<file path="config.mk">
export PLATFORM = sky130hd
export DESIGN_NAME = iref_seq_flat
export DESIGN_NICKNAME = d
export VERILOG_FILES = /design/src/rtl/iref_seq_if.sv /design/src/rtl/iref_seq.sv /design/src/flat_wrapper.sv
export SDC_FILE = /design/constraint.sdc
export NUM_CORES = 1
export LEC_CHECK = 0
export ABC_CLOCK_PERIOD_IN_PS = 2710
export CORE_MARGIN = 5
export CORE_UTILIZATION = 25
export CTS_CLUSTER_DIAMETER = 120
export DETAILED_ROUTE_END_ITERATION = 10
export SYNTH_ARGS = -nofsm -noshare
export SYNTH_HDL_FRONTEND = slang
export SYNTH_SLANG_ARGS = --single-unit
</file>
<file path="constraint.sdc">
create_clock -name clk -period 2.71 [get_ports clk]
set_input_delay 0.542 -clock clk [delete_from_list [all_inputs] [get_ports clk]]
set_output_delay 0.542 -clock clk [all_outputs]
set_load 0.005 [all_outputs]
</file>
<file path="src/rtl/iref_seq_if.sv">
// CPU register bus for the current-reference sequencer.
// Master drives a request strobe with address/data; slave acks one cycle later.
interface iref_seq_if #(
    parameter int DATA_W = 32,
    parameter int ADDR_W = 3
);
    logic              valid;
    logic [ADDR_W-1:0] address;
    logic [DATA_W-1:0] wdata;
    logic              wstrb;
    logic [DATA_W-1:0] rdata;
    logic              ready;

    modport master (
        output valid, address, wdata, wstrb,
        input  rdata, ready
    );

    modport slave (
        input  valid, address, wdata, wstrb,
        output rdata, ready
    );
endinterface

</file>
<file path="src/rtl/iref_seq.sv">
// Current-reference power/charge sequencer with a small CPU register file.
// Latency: register access acked 1 cycle after valid; no backpressure, back-to-back requests acked every cycle.
module iref_seq #(
    parameter int DATA_W = 32,
    parameter int ADDR_W = 3
) (
    input  logic       clk,
    input  logic       rst,
    iref_seq_if.slave  bus,
    output logic       pd,
    output logic [7:0] charge
);
    typedef enum logic [2:0] {
        S_OFF    = 3'd0,
        S_SETTLE = 3'd1,
        S_RAMP   = 3'd2,
        S_LOCKED = 3'd3,
        S_RAMPDN = 3'd4
    } state_t;

    localparam logic [ADDR_W-1:0] A_CTRL   = ADDR_W'(0);
    localparam logic [ADDR_W-1:0] A_TARGET = ADDR_W'(1);
    localparam logic [ADDR_W-1:0] A_STEP   = ADDR_W'(2);
    localparam logic [ADDR_W-1:0] A_SETTLE = ADDR_W'(3);
    localparam logic [ADDR_W-1:0] A_STATUS = ADDR_W'(4);

    state_t      state;
    logic        en;
    logic [7:0]  target;
    logic [15:0] step_div;
    logic [15:0] settle;
    logic [15:0] settle_cnt;
    logic [15:0] div_cnt;

    logic              wr_en;
    logic              rd_en;
    logic              busy;
    logic              locked;
    logic              step_due;
    logic [DATA_W-1:0] rd_mux;
    logic              unused_wdata;

    assign wr_en        = bus.valid & bus.wstrb;
    assign rd_en        = bus.valid & ~bus.wstrb;
    assign locked       = (state == S_LOCKED);
    assign busy         = (state != S_OFF) && !locked;
    assign step_due     = (div_cnt == 16'd0);
    assign unused_wdata = ^bus.wdata[DATA_W-1:16];

    // Read view of the register file as seen before the sampling edge.
    always_comb begin
        rd_mux = '0;
        case (bus.address)
            A_CTRL:   rd_mux[0]     = en;
            A_TARGET: rd_mux[7:0]   = target;
            A_STEP:   rd_mux[15:0]  = step_div;
            A_SETTLE: rd_mux[15:0]  = settle;
            A_STATUS: begin
                rd_mux[0]    = busy;
                rd_mux[1]    = locked;
                rd_mux[4:2]  = state;
                rd_mux[15:8] = charge;
            end
            default:  rd_mux = '0;
        endcase
    end

    always_ff @(posedge clk) begin
        if (rst) begin
            en        <= 1'b0;
            target    <= 8'd0;
            step_div  <= 16'd0;
            settle    <= 16'd0;
            bus.ready <= 1'b0;
            bus.rdata <= '0;
        end else begin
            bus.ready <= bus.valid;
            bus.rdata <= rd_en ? rd_mux : '0;
            if (wr_en) begin
                case (bus.address)
                    A_CTRL:   en       <= bus.wdata[0];
                    A_TARGET: target   <= bus.wdata[7:0];
                    A_STEP:   step_div <= bus.wdata[15:0];
                    A_SETTLE: settle   <= bus.wdata[15:0];
                    default:  ;
                endcase
            end
        end
    end

    // Sequencer: pd and charge are registered here, never decoded from the bus.
    always_ff @(posedge clk) begin
        if (rst) begin
            state      <= S_OFF;
            pd         <= 1'b1;
            charge     <= 8'd0;
            settle_cnt <= 16'd0;
            div_cnt    <= 16'd0;
        end else begin
            case (state)
                S_OFF: begin
                    pd     <= 1'b1;
                    charge <= 8'd0;
                    if (en) begin
                        state      <= S_SETTLE;
                        pd         <= 1'b0;
                        settle_cnt <= settle;
                    end
                end
                S_SETTLE: begin
                    if (!en) begin
                        state <= S_OFF;
                        pd    <= 1'b1;
                    end else if (settle_cnt == 16'd0) begin
                        state   <= S_RAMP;
                        div_cnt <= step_div;
                    end else begin
                        settle_cnt <= settle_cnt - 16'd1;
                    end
                end
                S_RAMP: begin
                    if (!en) begin
                        state   <= S_RAMPDN;
                        div_cnt <= step_div;
                    end else if (charge == target) begin
                        state <= S_LOCKED;
                    end else if (step_due) begin
                        // Direction is re-decided at every step boundary from the live target.
                        div_cnt <= step_div;
                        if (charge < target) begin
                            charge <= (charge == 8'hFF) ? charge : charge + 8'd1;
                        end else begin
                            charge <= (charge == 8'h00) ? charge : charge - 8'd1;
                        end
                    end else begin
                        div_cnt <= div_cnt - 16'd1;
                    end
                end
                S_LOCKED: begin
                    if (!en) begin
                        state   <= S_RAMPDN;
                        div_cnt <= step_div;
                    end else if (target != charge) begin
                        state   <= S_RAMP;
                        div_cnt <= step_div;
                    end
                end
                S_RAMPDN: begin
                    if (en) begin
                        state   <= S_RAMP;
                        div_cnt <= step_div;
                    end else if (charge == 8'd0) begin
                        state <= S_OFF;
                        pd    <= 1'b1;
                    end else if (step_due) begin
                        div_cnt <= step_div;
                        charge  <= charge - 8'd1;
                        if (charge == 8'd1) begin
                            state <= S_OFF;
                            pd    <= 1'b1;
                        end
                    end else begin
                        div_cnt <= div_cnt - 16'd1;
                    end
                end
                default: begin
                    state  <= S_OFF;
                    pd     <= 1'b1;
                    charge <= 8'd0;
                end
            endcase
        end
    end
endmodule

</file>
<file path="src/flat_wrapper.sv">
// flat-port wrapper written by rule: the top's interface ports become plain ports
module iref_seq_flat 
#(
    parameter int DATA_W = 32,
    parameter int ADDR_W = 3
)
  (clk, rst, pd, charge, bus_valid, bus_address, bus_wdata, bus_wstrb, bus_rdata, bus_ready);
  iref_seq_if #(.DATA_W(DATA_W), .ADDR_W(ADDR_W)) bus_i ();
  input  logic clk;
  input  logic rst;
  output logic pd;
  output logic [7:0] charge;
  input wire logic [$bits(bus_i.valid)-1:0] bus_valid;
  input wire logic [$bits(bus_i.address)-1:0] bus_address;
  input wire logic [$bits(bus_i.wdata)-1:0] bus_wdata;
  input wire logic [$bits(bus_i.wstrb)-1:0] bus_wstrb;
  output wire logic [$bits(bus_i.rdata)-1:0] bus_rdata;
  output wire logic [$bits(bus_i.ready)-1:0] bus_ready;
  assign bus_i.valid = bus_valid;
  assign bus_i.address = bus_address;
  assign bus_i.wdata = bus_wdata;
  assign bus_i.wstrb = bus_wstrb;
  assign bus_rdata = bus_i.rdata;
  assign bus_ready = bus_i.ready;
  iref_seq #(.DATA_W(DATA_W), .ADDR_W(ADDR_W)) u_core (.clk(clk), .rst(rst), .bus(bus_i), .pd(pd), .charge(charge));
endmodule
</file>
==> impl_metrics.toml <==
[run_status]
status = "completed"

[logic_synthesis]
synth_common_cells = "nand2_1 (118), dfxtp_1 (102), nor2_1 (95)"
synth_seq_area_share = 0.3525
ys_top_cells_by_area = "dfxtp_1 (35%), nand2_1 (7.6%), a21oi_1 (6.9%), nor2_1 (6.2%), mux2i_1 (4.3%)"
synth_edf_count = 0
synth.top_cell.area_share = 0.3525
syn_inst = 749
ys_ff_latch = 102
synth_area_leader_cell = "dfxtp_1"
avgSynthCellArea_um2 = 7.734
synth_top_flop_cell = "dfxtp_1"
mappedNetlistArea_um2 = 5793
synthArstFlopShare = 0
yosys.cell_count.top_type = "nand2_1"
ys_types = 75
yosysWarnings = 0

[worst_setup_path]
cp_top_family = "simple AND/OR/NAND/NOR gates"
endpoint_kind = "register"
cp_num_buf_inv = 1
rr_endpoint = "u_core.charge[4]$_SDFFE_PP0P_"
cpMaxStageDelayCell = "or4_4"
rrSetupSlack_ps = 190
critPathLaunchType = "register"
crit_type = "register to register"
cp.required_ps = 2970
arrival_ps = 2770
r2r-start = "u_core.charge[7]$_SDFFE_PP0P_"
cp_max_fo = 12
reg2reg_depth = 8
path_cells = "buf_4, or4_4, nor4b_4, nor2_2, o221a_4, o311ai_4, a21oi_1, a21o_1"
crit_path_max_incr_delay_ps = 550

[clock_tree]
cts_hold_buf = 0
cts_num_sinks = 102
cts_resized = 0
cts_setup_buffers = 0
clock_path_buffers = 2
cts_root_buffer = "clkbuf_16"
h-tree-depth = 3
insertion_delay_ps = 350
cts.reportedPaths.clkPinSlew_ps = 70
numCtsBuffers = 9
tritoncts = "done"

[finish]
drive_gt1_frac = 0.1242
syn_to_final_growth_pct = 21.92
finalNonFillerCells = 1098
antenna_cells = 0
nets = 863
fillers = 2425
final_area_um2 = 7063

[timing]
fin_crit_sh = 0.9286
slew_headroom = 0.5302
finalClockSkew_ps = 7.976
setup-tns-final_ps = 0
slew_violations = 0
worstMarginPinSlew_ps = 703.1
setup_viol = 0
hold_viol = 0
max_freq_mhz = 397.4
rsz0062_at_grt = "no"
fin_crit_ps = 2517

[grt]
grt.met3_usage = 0.02766
antenna_found_initial = 0
grt_pass1_wl_um = 26890
globalRouteMet2Util = 0.1940
gr-usage-met1 = 0.1807
grt_overflow = 0
grt_pass1_vias = 5024
busiest_layer = "met2"
grt_max_degree = 37
grtUsageTotal = 0.1270

[detailed_routing]
drc = 0
drtIter0Drc = 347
wire_per_inst_um = 15.45
vias = 5441
viasPerCell = 4.955
dr.pass1.iters = 4
wirelength_um = 16960
ant_nets = 0

[run]
maxCapViolCount = 0

[floorplanning]
core_um2 = 22710
die-area_um2 = 26320
pin_count = 81
rows = 55
start_util = 0.2551
dieWidth_um = 162.2
die_h_um = 162.2

[power]
powerDensity_nw_per_um2 = 513.6
p_leak_uw = 0.002608
peakVddDrop_mv = 0.3799

[place]
port_buffers = 48
place_inst = 1082
globalplace.congestion = 0.8846
place_area_um2 = 6706
place_hpwl_um = 12690

[hold_path]
hold_class = "input port to register"
holdPathStages = 2
hold_end = "u_core.bus.ready$_SDFF_PP0_"
holdCritStartpoint = "rst"
==> cell type report <==
type	count	area (um^2)	share of cell area
clock buffer	10	239.0	0.03384
clock inverter	6	117.6	0.01665
inverter	17	63.81	0.009035
multi-input combinational	579	3373	0.4776
sequential	102	2042	0.2891
tap	285	356.6	0.05049
timing repair buffer	99	870.8	0.1233
==> power breakdown <==
part           leakage [uW]  switching (uW)  internal (uW)
clock network      0.000171             597            936
logic               0.00161             324            234
registers          0.000823            20.3           1520
total               0.00261             941           2690
==> registers in the layout, summed over array words and instances, names as in the netlist <==
name and flops:
u_core.bus.rdata 16, u_core.div_cnt 16, u_core.settle 16, u_core.settle_cnt 16, u_core.step_div 16, u_core.charge 8
u_core.target 8, u_core.state 3, u_core.bus.ready 1, u_core.en 1, u_core.pd 1
==> cells in the final DEF, fill, tap and decap left out, drive strengths merged, types with 3 or more instances in the layout <==
| master | instances |
|---|---|
| a211oi | 8 |
| a21oi | 80 |
| a22oi | 19 |
| a31oi | 6 |
| and2 | 4 |
| and3 | 3 |
| and4 | 3 |
| buf | 52 |
| bufinv | 3 |
| clkbuf | 10 |
| clkdlybuf4s50 | 47 |
| conb | 16 |
| dfxtp | 102 |
| ha | 16 |
| inv | 18 |
| mux2 | 7 |
| mux2i | 25 |
| nand2 | 118 |
| nand2b | 8 |
| nand3 | 15 |
| nand4 | 3 |
| nor2 | 98 |
| nor2b | 5 |
| nor3 | 19 |
| nor3b | 3 |
| nor4 | 12 |
| o211ai | 3 |
| o21ai | 36 |
| o22ai | 3 |
| o31ai | 5 |
| o41ai | 4 |
| or2 | 4 |
| or3 | 5 |
| or4 | 6 |
| xnor2 | 8 |
| xor2 | 4 |
==> how the worst max path moves through the flow <==
stage                                        startpoint                            end  cells past startpoint
after floorplan           u_core.charge[7]$_SDFFE_PP0P_  u_core.charge[6]$_SDFFE_PP0P_                      9
after global routing      u_core.target[5]$_SDFFE_PP0P_  u_core.charge[4]$_SDFFE_PP0P_                      9
final                     u_core.charge[7]$_SDFFE_PP0P_  u_core.charge[4]$_SDFFE_PP0P_                      8
after detailed placement  u_core.charge[7]$_SDFFE_PP0P_  u_core.charge[4]$_SDFFE_PP0P_                      8
after CTS                 u_core.target[5]$_SDFFE_PP0P_  u_core.charge[4]$_SDFFE_PP0P_                      9
after global placement    u_core.charge[7]$_SDFFE_PP0P_  u_core.charge[4]$_SDFFE_PP0P_                      8
==> routing by layer <==
| metal | routed length [um] | part of all wire |
|---|---|---|
| met1 | 8184 | 0.48 |
| met2 | 7564 | 0.45 |
| met3 | 942 | 0.056 |
| met4 | 271 | 0.016 |
| met5 | 0 | 0 |
==> kinds of logic (layout without fill, tap and decap cells) <==
family / count (synthesis) / count (layout) / synth area share
AOI/OAI and AO/OA: 188 / 188 / 0.2043
buffers and inverters: 83 / 132 / 0.07646
xor gates and xnor gates: 12 / 12 / 0.01814
adders and majority gates: 16 / 16 / 0.03456
and+or+nand+nor: 314 / 314 / 0.2527
DFF: 102 / 102 / 0.3525
muxes: 33 / 33 / 0.06069
other: 1 / 16 / 0.0006473
==> through the flow <==
step | hold slack, ps | setup WS [ps] | util | power, uW
floorplan | 445.0 | 190.6 | - | 1992
global placement | 461.9 | 231.4 | 0.2953 | 2119
detailed placement | 468.2 | 210.4 | 0.2953 | 2126
CTS | 439.2 | 170.2 | 0.3110 | 3678
global route | 464.8 | 40.85 | 0.3110 | 3786
finish | 456.1 | 193.4 | 0.3110 | 3628
No activity file was read; power rests on OpenSTA's default activity.
